## config.mk

```make
export PLATFORM = sky130hd
export DESIGN_NAME = privtrapseq
export DESIGN_NICKNAME = d
export VERILOG_FILES = /design/src/rtl/privtrapseq.sv
export SDC_FILE = /design/constraint.sdc
export NUM_CORES = 1
export LEC_CHECK = 0
export ABC_AREA = 1
export BUFFER_PORTS_ARGS = -buffer_cell sky130_fd_sc_hd__buf_2
export CAP_MARGIN = 20
export CORE_AREA = 4 4 169 171
export DETAILED_ROUTE_END_ITERATION = 7
export DIE_AREA = 0 0 173 175
export PLACE_DENSITY = 0.53
export RECOVER_POWER = 50
export SLEW_MARGIN = 20
export SYNTH_ARGS = -nofsm -noshare
export SYNTH_HDL_FRONTEND = slang
export SYNTH_SLANG_ARGS = --single-unit
```

## constraint.sdc

```tcl
create_clock -name clk -period 8.25 [get_ports clk]
set_clock_uncertainty 0.2 [all_clocks]
set_input_delay 1.2375 -clock clk [delete_from_list [all_inputs] [get_ports clk]]
set_output_delay 1.2375 -clock clk [all_outputs]
set_load 0.05 [all_outputs]
```

## src/rtl/privtrapseq.sv

```systemverilog
// ============================================================================
// Module   : privtrapseq
// Purpose  : Privilege-transition sequencer: trap/mret/sret drain-commit-redirect
// Revision : 1.0
// ============================================================================
`default_nettype none

module privtrapseq #(
    parameter int XLEN        = 64,
    parameter bit S_SUPPORTED = 1'b1,
    parameter bit U_SUPPORTED = 1'b1
) (
    input  logic            clk,
    input  logic            reset,
    input  logic            TrapReqM,
    input  logic            InterruptM,
    input  logic [3:0]      CauseM,
    input  logic            MretReqM,
    input  logic            SretReqM,
    input  logic [1:0]      STATUS_MPP,
    input  logic            STATUS_SPP,
    input  logic            STATUS_TSR,
    input  logic [15:0]     MEDELEG_REGW,
    input  logic [11:0]     MIDELEG_REGW,
    input  logic [XLEN-1:0] MTVEC_REGW,
    input  logic [XLEN-1:0] STVEC_REGW,
    input  logic [XLEN-1:0] MEPC_REGW,
    input  logic [XLEN-1:0] SEPC_REGW,
    input  logic            PipeEmpty,
    input  logic            StallW,
    input  logic            RedirectReady,
    output logic [1:0]      PrivilegeModeW,
    output logic            TrapM,
    output logic            mretM,
    output logic            sretM,
    output logic            NextPrivModeIsM,
    output logic [XLEN-1:0] TrapCauseM,
    output logic            FlushReq,
    output logic            RedirectValid,
    output logic [XLEN-1:0] RedirectPC,
    output logic            Busy
);

    typedef enum logic [1:0] {
        IDLE     = 2'd0,
        DRAIN    = 2'd1,
        COMMIT   = 2'd2,
        REDIRECT = 2'd3
    } state_t;

    localparam logic [1:0] c_MODE_U    = 2'b00;
    localparam logic [1:0] c_MODE_S    = 2'b01;
    localparam logic [1:0] c_MODE_M    = 2'b11;
    localparam logic [1:0] c_KIND_TRAP = 2'd0;
    localparam logic [1:0] c_KIND_MRET = 2'd1;
    localparam logic [1:0] c_KIND_SRET = 2'd2;

    state_t            r_state;
    state_t            w_state_next;
    logic [1:0]        r_kind;
    logic [1:0]        r_next_mode;
    logic [1:0]        r_priv;
    logic [XLEN-1:0]   r_pc;
    logic [XLEN-1:0]   r_cause;

    logic              w_capture;
    logic              w_mret_illegal;
    logic              w_sret_illegal;
    logic              w_is_trap;
    logic              w_int;
    logic [3:0]        w_cause;
    logic              w_deleg_bit;
    logic              w_to_s;
    logic [XLEN-1:0]   w_tvec;
    logic [XLEN-1:0]   w_base;
    logic [XLEN-1:0]   w_trap_pc;
    logic [XLEN-1:0]   w_trap_cause;
    logic [1:0]        w_mret_mode;
    logic [1:0]        w_kind;
    logic [1:0]        w_next_mode;
    logic [XLEN-1:0]   w_pc;

    // Illegal returns fold into a trap with interrupt=0, cause=2.
    assign w_mret_illegal = (r_priv != c_MODE_M);
    assign w_sret_illegal = (r_priv == c_MODE_U) || ((r_priv == c_MODE_S) && STATUS_TSR);
    assign w_is_trap      = TrapReqM
                          | (MretReqM & w_mret_illegal)
                          | (~MretReqM & SretReqM & w_sret_illegal);
    assign w_int          = TrapReqM & InterruptM;
    assign w_cause        = TrapReqM ? CauseM : 4'd2;
    assign w_capture      = (r_state == IDLE) && (TrapReqM || MretReqM || SretReqM);

    always_comb begin
        w_deleg_bit = 1'b0;
        if (w_int) begin
            if (w_cause < 4'd12) begin
                w_deleg_bit = MIDELEG_REGW[w_cause];
            end
        end else begin
            w_deleg_bit = MEDELEG_REGW[w_cause];
        end
    end

    assign w_to_s       = S_SUPPORTED && (r_priv != c_MODE_M) && w_deleg_bit;
    assign w_tvec       = w_to_s ? STVEC_REGW : MTVEC_REGW;
    assign w_base       = {w_tvec[XLEN-1:2], 2'b00};
    assign w_trap_pc    = (w_int && (w_tvec[1:0] == 2'b01))
                        ? (w_base + {{(XLEN-6){1'b0}}, w_cause, 2'b00})
                        : w_base;
    assign w_trap_cause = {w_int, {(XLEN-5){1'b0}}, w_cause};

    // An MPP naming an absent mode returns to M.
    always_comb begin
        w_mret_mode = c_MODE_M;
        case (STATUS_MPP)
            2'b01:   w_mret_mode = S_SUPPORTED ? c_MODE_S : c_MODE_M;
            2'b00:   w_mret_mode = U_SUPPORTED ? c_MODE_U : c_MODE_M;
            default: w_mret_mode = c_MODE_M;
        endcase
    end

    always_comb begin
        w_kind      = c_KIND_TRAP;
        w_next_mode = w_to_s ? c_MODE_S : c_MODE_M;
        w_pc        = w_trap_pc;
        if (!w_is_trap) begin
            if (MretReqM) begin
                w_kind      = c_KIND_MRET;
                w_next_mode = w_mret_mode;
                w_pc        = MEPC_REGW;
            end else begin
                w_kind      = c_KIND_SRET;
                w_next_mode = {1'b0, STATUS_SPP};
                w_pc        = SEPC_REGW;
            end
        end
    end

    always_ff @(posedge clk or negedge reset) begin
        if (!reset) begin
            r_state     <= IDLE;
            r_kind      <= c_KIND_TRAP;
            r_next_mode <= c_MODE_M;
            r_priv      <= c_MODE_M;
            r_pc        <= '0;
            r_cause     <= '0;
        end else begin
            r_state <= w_state_next;
            if (w_capture) begin
                r_kind      <= w_kind;
                r_next_mode <= w_next_mode;
                r_pc        <= w_pc;
                // The cause register only tracks trap captures; returns leave it intact.
                if (w_is_trap) begin
                    r_cause <= w_trap_cause;
                end
            end
            if ((r_state == COMMIT) && !StallW) begin
                r_priv <= r_next_mode;
            end
        end
    end

    always_comb begin
        w_state_next    = r_state;
        TrapM           = 1'b0;
        mretM           = 1'b0;
        sretM           = 1'b0;
        NextPrivModeIsM = 1'b0;
        FlushReq        = 1'b0;
        RedirectValid   = 1'b0;
        case (r_state)
            IDLE: begin
                if (w_capture) begin
                    w_state_next = DRAIN;
                end
            end
            DRAIN: begin
                FlushReq = 1'b1;
                if (PipeEmpty && !StallW) begin
                    w_state_next = COMMIT;
                end
            end
            COMMIT: begin
                TrapM           = (r_kind == c_KIND_TRAP);
                mretM           = (r_kind == c_KIND_MRET);
                sretM           = (r_kind == c_KIND_SRET);
                NextPrivModeIsM = (r_next_mode == c_MODE_M);
                if (!StallW) begin
                    w_state_next = REDIRECT;
                end
            end
            REDIRECT: begin
                RedirectValid = 1'b1;
                if (RedirectReady) begin
                    w_state_next = IDLE;
                end
            end
            default: w_state_next = IDLE;
        endcase
    end

    assign PrivilegeModeW = r_priv;
    assign TrapCauseM     = r_cause;
    assign RedirectPC     = r_pc;
    assign Busy           = (r_state != IDLE);

endmodule

`default_nettype wire

```

### Word-level counts from Yosys, hierarchy flattened

Index checks and enable logic that the tools add are counted.

* register bits: 77
* bits of input ports: 301
* output and inout port bits: 137
* logic and storage cells: 75

* add/sub/neg operators: 1
* magnitude comparators: 2
* equality and inequality tests: 14
* muxes and demuxes: 28
* bitwise operators: 7
* reductions and logical operators: 17

Operators by type and width (number)
* $mux W64: 4
* $add A64 B6 Y64: 1
* $mux W2: 9
* $eq A2 B1 Y1 const B: 5
* $mux W1: 10
* $ne A2 B2 Y1 const B: 5
* $bmux W1 S4: 2
* $eq A2 B2 Y1 const B: 4
* $logic_not A2 Y1: 4
* $pmux W2 S4: 1
* $logic_and A1 B1 Y1: 6
* $lt A4 B5 Y1 const B: 1
* $and A1 B1 Y1: 4
* $lt A4 B4 Y1 const B: 1
* $mux W4: 1
* $pmux W2 S2: 1
* $reduce_and A4 Y1: 1
* $logic_or A1 B1 Y1: 3
* $or A1 B1 Y1: 2
* $reduce_and A2 Y1: 1
* $reduce_bool A2 Y1: 1
* $logic_not A1 Y1: 1
* $not A1 Y1: 1

### Longest topological paths before layout

Gate-level depths: netlist of the first run.

* depth in word-level cells: 11
* depth in mapped cells: 30
* mapped depth without buffers: 27

### Worst setup path after synthesis of the first run

Ideal clock, no wire load.

* path kind: input port to flip-flop
* start point: input TrapReqM
* end point: register r_pc[31] (netlist: RedirectPC[31])
* setup time: 0.129 ns
* data arrival time: 4.503 ns
* slack: 3.418 ns
* stages on the path: 28
* buffers on the path: 5
* cells stage by stage: buf_4 -> buf_6 -> nand3_1 -> nand3_1 -> nand3_1 -> nand2_1 -> nand2_2 -> a21oi_4 -> nand2_4 -> buf_6 -> buf_2 -> buf_2 -> nand2_1 -> nand2_1 -> ha_1 -> a21oi_1 -> and2_1 -> nor2_1 -> or2_2 -> nand3_1 -> nor2_2 -> nand2_1 -> nor2_2 -> nand3_1 -> inv_1 -> or2_2 -> nand3_1 -> a21oi_1

* longest elaborated chain between the ends: 11
* elaborated cells on any way between the ends: 21

Ends and longest elaborated chain
* from (decl): RTL line 15 `input logic TrapReqM,`
* branches (longest 11 deep; another with $add A64 B6 Y64)
* to (signal assigned): RTL line 152 `r_pc <= w_pc;`
* to (decl): RTL line 63 `logic [XLEN-1:0] r_pc;`

Several ways; the timed one is not identified. The select of a mux whose other input is x is not followed.
A chain may end at the register's enable or synchronous reset.

### Final worst setup path of the first run

* start point: input TrapReqM
* end point: register r_pc[42] (netlist: RedirectPC[42])

The elaborated chain is that of the path after synthesis.

==> results of run 1 <==
## cell families (layout without fill, tap and decap cells)
kind of cell,Yosys count,in the layout,synth area share
DFF,77,77,0.252
buffers and inverters,209,496,0.143
other,1,61,0.000488
and+or+nand+nor,718,718,0.405
xor gates and xnor gates,18,18,0.0205
adders and majority gates,9,9,0.0156
AOI/OAI and AO/OA,186,186,0.164
## metrics by stage
| step | total power, µW | util |
|---|---|---|
| finish | 3200 | 0.364 |
| global route | 3400 | 0.364 |
| CTS | 3230 | 0.366 |
| detailed placement | 2850 | 0.356 |
| global placement | 2840 | 0.356 |
| floorplan | 2200 | - |
## placed cells by master (no fill, tap or decap), types with 3 or more instances in the layout
cell type,Yosys,final
buf_2,8,341
nand2_1,337,337
nand3_1,157,157
nor2_1,149,147
inv_1,88,87
dfrtp_1,73,73
conb_1,1,59
a221oi_1,51,51
clkbuf_1,34,39
o21ai_0,38,38
a21oi_1,38,37
nand4_1,23,23
o22ai_1,17,17
xor2_1,15,15
nor2_2,13,13
a22oi_1,13,13
nor3_1,11,11
clkbuf_16,0,9
ha_1,8,8
buf_4,64,8
o21bai_1,7,7
nor2_4,4,6
inv_2,5,6
nand2_2,6,6
o21ai_1,5,5
o211ai_1,5,5
o221ai_1,5,5
dfstp_2,4,4
nand3b_1,4,4
nand2_4,3,3
nor4_1,3,3
or2_2,3,3
xnor2_1,3,3
## layout make-up
class | count | area, µm² | share of cell area
Inverter | 94 | 353 | 0.0360
Antenna cell | 2 | 5.00 | 0.000511
Timing Repair Buffer | 386 | 1910 | 0.195
Multi-Input combinational cell | 990 | 4900 | 0.500
Sequential cell | 77 | 1930 | 0.197
Clock buffer | 12 | 246 | 0.0252
Clock inverter | 4 | 25.0 | 0.00255
Tap cell | 341 | 427 | 0.0436
## worst paths after layout
check,start,end,slack [ps],cells after the start
setup / recovery,TrapReqM,RedirectPC[42],2140,23
hold / removal,RedirectPC[1],RedirectPC[1],290,2
setup reg to reg,PrivilegeModeW[0],RedirectPC[42],3560,19
hold reg to reg,RedirectPC[1],RedirectPC[1],290,2
max in group asynchronous,reset,RedirectPC[26],2960,1
min in group asynchronous,reset,RedirectPC[12],2330,1
## cell usage after synthesis, types with 11 or more instances
master    number
a21oi_1       38
a221oi_1      51
a22oi_1       13
buf_4         64
clkbuf_1      34
dfrtp_1       73
inv_1         88
nand2_1      337
nand3_1      157
nand4_1       23
nor2_1       149
nor2_2        13
nor3_1        11
o21ai_0       38
o22ai_1       17
xor2_1        15
## where the power goes
| part | leakage [µW] | internal [µW] | switching [µW] | total, µW |
|---|---|---|---|---|
| clock network | 0.000129 | 212 | 169 | 380 |
| registers | 0.000892 | 579 | 109 | 688 |
| logic | 0.00390 | 480 | 1650 | 2130 |
| total | 0.00492 | 1270 | 1930 | 3200 |
## per-layer routing
| layer | vias up | GRT usage | wire length (µm) |
|---|---|---|---|
| met5 | - | 0 | 24 |
| met4 | 4 | 0.0625 | 826 |
| met3 | 50 | 0.0500 | 3250 |
| met2 | 465 | 0.386 | 17200 |
| met1 | 4410 | 0.336 | 17400 |
| li1 | 4675 | - | - |
## registers in the layout, summed over array words and instances (netlist names)
signal / cells
RedirectPC: 64
r_kind: 2
r_state: 2
TrapCauseM: 5
r_next_mode: 2
PrivilegeModeW: 2
## critical path, cell delays in order
cell and delay, ps:
clkbuf_1 610, inv_2 90, nor2_4 200, nand3_1 100, nand3_1 110, nand3_1 80, nand2_1 110, nand2_4 280
nand2_4 170, buf_4 570, nand2_1 100, nand2_1 120, ha_1 190, fa_1 200, nand2_1 70, o21ai_0 270
nand3_1 190, nor2_1 280, nand4_1 220, nor2_2 330, nand2_1 140, xor2_1 280, o22ai_1 120
==> impl_metrics.tcl, run 1 <==
set metrics [dict create \
    finalHoldViolations 0 \
    cp_data_required_time_ps 8250 \
    fp-row-count 60 \
    synthesis.area_um2 7680 \
    finalCritPeriodShare 0.741 \
    ctsResizeCount 0 \
    grt_pass1_wl_um 56100 \
    dpl.cell_count 1888 \
    num_vias 9604 \
    gr-total-overflow 0 \
    synth_top_area_frac 0.238 \
    fillCellCount 3047 \
    slew_headroom -2.05 \
    postSynthAreaPerCell_um2 6.30 \
    drtIter0Drc 796 \
    yosysSeqAreaShare 0.252 \
    dieWidth_um 173 \
    ys_ff_latch 77 \
    ys_top_cells_by_area "dfrtp_1 24%, nand2_1 16%, nand3_1 10%" \
    wl_um 38700 \
    initial_core_util 0.286 \
    cts.sinks 77 \
    clock_latency_ps 340 \
    rsz0062_at_grt "no" \
    critical_path_class "in -> reg" \
    hold_ws_ps 289 \
    clkTransAtPathRegs_ps 60 \
    drive_gt1_frac 0.263 \
    die_h_um 175 \
    fin_nets 1868 \
    groute.usage.overall 0.242 \
    vias_per_cell 5.04 \
    holdBufCountCts 0 \
    ir_drop_v 0.000131 \
    grt_pass1_vias 9030 \
    core_um2 26900 \
    cp-start-kind "input pin" \
    timing.fmax_mhz 164 \
    outcome "complete, but fails checks" \
    drc_errors 0 \
    gp_congestion 0.954 \
    grt_max_degree 78 \
    p_per_area_nw_per_um2 327 \
    power_leakage_uw 0.00492 \
    drtAntennaViolNets 0 \
    worstMarginPinSlew_ps 4570 \
    instances_no_fill 1906 \
    worstSetupEndpointType "flip-flop" \
    syn_inst 1218 \
    antenna_found_initial 4 \
    violations "max-capacitance violations, max-slew violations" \
    cts_htree_levels 3 \
    synth_warnings 0 \
    placed_area_um2 9570 \
    synth-edff-count 0 \
    cts_buffers 9 \
    portBuffers 378 \
    synth_top_cell_by_area "dfrtp_1" \
    yosys_most_used_dff "dfrtp_1" \
    die-area_um2 30300 \
    pre_cts_ws_ps 2130 \
    layout_min_cycle_time_ps 6110 \
    worstHoldPathType "reg -> reg" \
    cp_data_arrival_time_ps 6110 \
    fin_setup_tns_ps 0 \
    wl_per_cell_um 20.3 \
    drv_cap 1 \
    hpwl_um 32400 \
    cts_buffer_depth 2 \
    setup_violations 0 \
    yosysUniqueCellTypes 46 \
    syn_to_final_growth_pct 27.6 \
    pin_count 438 \
    fin_area_um2 9800 \
    setup_ws_ps 2140 \
    async_reset_ff_frac 1.00 \
    cts_setup_buffers 0 \
    worstPathMaxFanout 77 \
    slew_viol_final 78 \
    cts_root_buf "clkbuf_16" \
    first_pass_iters 5 \
    cts_tree "yes" \
]
(Power assumes the default switching activity.)
==> run 2: changes to the inputs <==
clock period = 6.1 ns   (was 8.25 ns; I/O delays follow)
==> impl_metrics.tcl, run 2 (synthesis gave the netlist of run 1 again) <==
set metrics [dict create \
    pin_count 438 \
    critical_path_class "in -> reg" \
    outcome "complete, no violations" \
    fin_nets 1872 \
    first_pass_iters 5 \
    worstPathMaxFanout 17 \
    timing.fmax_mhz 194 \
    syn_to_final_growth_pct 28.9 \
    holdBufCountCts 0 \
    hpwl_um 32400 \
    wl_per_cell_um 20.3 \
    cts_buffer_depth 2 \
    wl_um 38700 \
    ctsResizeCount 0 \
    worstMarginPinSlew_ps 991 \
    fin_setup_tns_ps 0 \
    clkTransAtPathRegs_ps 70 \
    grt_pass1_vias 8963 \
    drv_cap 0 \
    rsz0062_at_grt "no" \
    initial_core_util 0.286 \
    finalCritPeriodShare 0.844 \
    cts_setup_buffers 0 \
    cts.sinks 77 \
    drive_gt1_frac 0.266 \
    antenna_found_initial 0 \
    drtIter0Drc 696 \
    p_per_area_nw_per_um2 449 \
    num_vias 9560 \
    final_cell_mix "341 x buf_2, 337 x nand2_1, 157 x nand3_1, 147 x nor2_1, 87 x inv_1" \
    finalHoldViolations 0 \
    slew_headroom 0.338 \
    portBuffers 378 \
    die_h_um 175 \
    layout_min_cycle_time_ps 5150 \
    vias_per_cell 5.01 \
    cp_data_required_time_ps 6110 \
    worstSetupEndpointType "flip-flop" \
    groute.usage.overall 0.241 \
    drtAntennaViolNets 0 \
    grt_max_degree 78 \
    gr-total-overflow 0 \
    cts_tree "yes" \
    cp-start-kind "input pin" \
    power_leakage_uw 0.00498 \
    largest_reg_flops 64 \
    fp-row-count 60 \
    core_um2 26900 \
    setup_violations 0 \
    drc_errors 0 \
    cts_buffers 9 \
    grt_pass1_wl_um 56100 \
    die-area_um2 30300 \
    gp_congestion 0.958 \
    worstHoldPathType "reg -> reg" \
    clock_latency_ps 350 \
    fillCellCount 3067 \
    dieWidth_um 173 \
    slew_viol_final 0 \
    layout_commonest_cell "buf_2" \
    cts_root_buf "clkbuf_16" \
    ir_drop_v 0.000146 \
    cp_data_arrival_time_ps 5160 \
    p_total_uw 4450 \
    cts_htree_levels 3 \
]
run 2: cell count changes in the layout (fill, tap and decap cells not counted):
| cell | delta |
|---|---|
| clkinvlp_4 | -1 |
| clkinv_4 | +1 |
| buf_6 | +1 |
| diode_2 | -1 |
| buf_4 | +4 |
| clkbuf_1 | -2 |
| clkbuf_8 | -1 |
| clkinv_2 | -1 |
| bufinv_16 | +3 |
run 2: report_power, final:
group	switching (µW)	internal, µW	total (µW)
clock network	231	400	632
registers	153	782	935
logic	2220	658	2880
total	2610	1840	4450
run 2: final timing paths:
check | cells after the start | slack [ps] | endpoint | from
max in group asynchronous | 1 | 4760 | RedirectPC[7] | reset
max reg2reg | 22 | 2130 | RedirectPC[61] | PrivilegeModeW[0]
min | 2 | 290 | TrapCauseM[63] | TrapCauseM[63]
max | 22 | 950 | RedirectPC[34] | TrapReqM
min in group asynchronous | 1 | 410 | RedirectPC[12] | reset
min reg2reg | 2 | 290 | TrapCauseM[63] | TrapCauseM[63]
run 2: final cells by class:
type	instances	area [µm²]	share of cell area
flip-flops and latches	77	1930	0.195
diodes	1	2.50	0.000253
repair buffers	390	1940	0.196
clock buffers	10	229	0.0231
inverters	94	353	0.0356
multi-input cells	990	4900	0.495
clock inverters	6	111	0.0112
well taps	341	427	0.0431
run 2: per-layer routing:
layer,share of wire,wire (µm),GRT usage
met5,0,0,0
met4,0.013,520,0.0456
met3,0.067,2610,0.0366
met2,0.46,17700,0.394
met1,0.46,17900,0.342
run 2: metrics by stage:
stage	setup slack [ps]	hold slack (ps)	area, µm²	util	cells
floorplan	1590	292	7900	-	1276
global placement	1170	265	9600	0.357	1892
detailed placement	1110	272	9600	0.357	1892
CTS	1450	288	9940	0.370	1908
global route	543	318	9900	0.368	1908
finish	949	295	9900	0.368	1909
run 2: worst max-delay path, cell delays in order:
cell,delay (ps)
clkbuf_1,640
nand2_1,300
inv_1,250
nand3_1,100
nand2_1,80
nand2_2,70
a21oi_4,160
nand2_4,100
clkinv_1,140
nand2_1,60
nand2_1,80
ha_1,210
fa_1,200
nand2_1,70
o21ai_0,290
nand3_1,180
nor2_1,250
nand4_1,190
nor2_2,380
nand2_1,120
xor2_1,240
o22ai_1,100
==> run 3: changes to the inputs <==
clock period = 4.95 ns   (was 6.1 ns; I/O delays follow)
==> impl_metrics.tcl, run 3 (synthesis gave the netlist of run 1 again) <==
set metrics [dict create \
    worstSetupEndpointType "flip-flop" \
    finalHoldViolations 0 \
    worstMarginPinSlew_ps 2460 \
    p_sw_frac 0.584 \
    slew_headroom -0.639 \
    comb_power_share 0.648 \
    timing.fmax_mhz 224 \
    cp_data_required_time_ps 5030 \
    dieWidth_um 173 \
    core_um2 26900 \
    cpMostUsedCell "nand2_1" \
    violations "max-capacitance violations, max-slew violations" \
    first_pass_iters 5 \
    vias_per_cell 5.00 \
    p_clk_frac 0.145 \
    finalCritPeriodShare 0.900 \
    cts_root_buf "clkbuf_16" \
    drive_gt1_frac 0.269 \
    wl_um 38700 \
    fillCellCount 3054 \
    groute.usage.overall 0.243 \
    cp_top_family "simple AND/OR/NAND/NOR gates" \
    grt_max_degree 71 \
    seqPwrFrac 0.207 \
    cts_tree "yes" \
    hpwl_um 32400 \
    initial_core_util 0.286 \
    drtIter0Drc 789 \
    pre_cts_ws_ps 125 \
    path_buf_inv 3 \
    final_cell_mix "342 x buf_2, 337 x nand2_1, 157 x nand3_1, 146 x nor2_1, 87 x inv_1" \
    worstPathMaxFanout 17 \
    cts_buffers 9 \
    fin_setup_tns_ps 0 \
    worst_path_largest_cell_delay_ps 340 \
    setup_ws_ps 493 \
    num_vias 9584 \
    drtAntennaViolNets 0 \
    layout_commonest_cell "buf_2" \
    die_h_um 175 \
    cts_buffer_depth 2 \
    fin_nets 1876 \
    cp-start-kind "input pin" \
    pin_count 438 \
    drc_errors 0 \
    clock_latency_ps 350 \
    wl_per_cell_um 20.2 \
    cp_data_arrival_time_ps 4530 \
    regArea_um2 1930 \
    rsz0062_at_grt "no" \
    grt_pass1_wl_um 56700 \
    critical_path_class "in -> reg" \
    setup_violations 0 \
    ir_drop_v 0.000186 \
    gp_congestion 0.970 \
    slowest_stage "nor2_2" \
    largest_reg_flops 64 \
    cts.sinks 77 \
    portBuffers 378 \
    die-area_um2 30300 \
    path_cells "buf_2 > nand2_1 > inv_1 > nand3_1 > nand2_1 > nand2_2 > a21oi_4 > nand2_4 > clkinv_1 > nand2_1 > nand2_1 > ha_1 > fa_1 > nand2_1 > o21ai_0 > nand3_1 > nor2_1 > nand4_1 > nor2_2 > nand3_1 > nand2_1 > nand3_1 > a21oi_1" \
    hold_ws_ps 288 \
    p_int_uw 2290 \
    clkTransAtPathRegs_ps 70 \
    multiInputGateArea_um2 4900 \
    layout_min_cycle_time_ps 4460 \
    gr-total-overflow 0 \
    antenna_found_initial 4 \
    syn_to_final_growth_pct 29.4 \
    slew_viol_final 41 \
    cts_htree_levels 3 \
    p_switching_uw 3220 \
    outcome "complete, but fails checks" \
    drv_cap 1 \
    fp-row-count 60 \
    grt_pass1_vias 9079 \
    power_leakage_uw 0.00500 \
    worstHoldPathType "reg -> reg" \
    p_per_area_nw_per_um2 555 \
]
run 3: cell type report:
type                            count  share of cell area
Clock buffer                       11              0.0244
Tap cell                          341              0.0429
Clock inverter                      5              0.0108
Antenna cell                        3            0.000755
Inverter                           94              0.0355
Multi-Input combinational cell    990               0.494
Sequential cell                    77               0.194
Timing Repair Buffer              394               0.198
run 3: power groups by stage:
| stage | Combinational (µW) | Sequential, µW | Clock [µW] |
|---|---|---|---|
| detailed placement | 3610 | 1150 | 0 |
| global placement | 3600 | 1140 | 0 |
| global route | 3840 | 1180 | 839 |
| finish | 3570 | 1140 | 798 |
| floorplan | 1530 | 2140 | 0 |
| CTS | 3620 | 1140 | 816 |
run 3: worst paths after layout:
check	from	slack [ps]	to	depth (start not counted)
max	TrapReqM	490	RedirectPC[50]	23
min	RedirectPC[19]	290	RedirectPC[19]	2
max reg2reg	PrivilegeModeW[0]	1050	RedirectPC[53]	21
min reg2reg	RedirectPC[19]	290	RedirectPC[19]	2
max in group asynchronous	reset	1520	RedirectPC[20]	2
min in group asynchronous	reset	940	RedirectPC[48]	1
run 3: what timing repair did:
item                                   in CTS  in global routing
resized for setup                           0                  1
setup buffers                               0                  0
setup endpoints to repair                   0                  3
hold buffers                                0                  0
endpoints found under the hold margin       0                  0
run 3: through the flow:
stage / power, µW / instance area, µm² / utilization / instances
final: 5510 / 9940 / 0.370 / 1915
after CTS: 5570 / 9980 / 0.371 / 1912
after global routing: 5860 / 9940 / 0.370 / 1914
after detailed placement: 4760 / 9630 / 0.358 / 1896
after global placement: 4740 / 9630 / 0.358 / 1896
after floorplan: 3670 / 7900 / - / 1276
run 3: metal layers:
metal | GRT usage | part of all wire | vias to the layer above
met1 | 0.336 | 0.45 | 4400
met4 | 0.0532 | 0.016 | 2
li1 | - | - | 4680
met3 | 0.0552 | 0.084 | 37
met5 | 0 | 0.00028 | -
met2 | 0.389 | 0.45 | 465
run 3: worst min-delay path, delay by kind of cell, from the launching register on:
kind / cells / cell delay, ps
flip-flops: 1 / 340
AO/OA/AOI/OAI: 1 / 60
AND/OR/NAND/NOR: 1 / 50
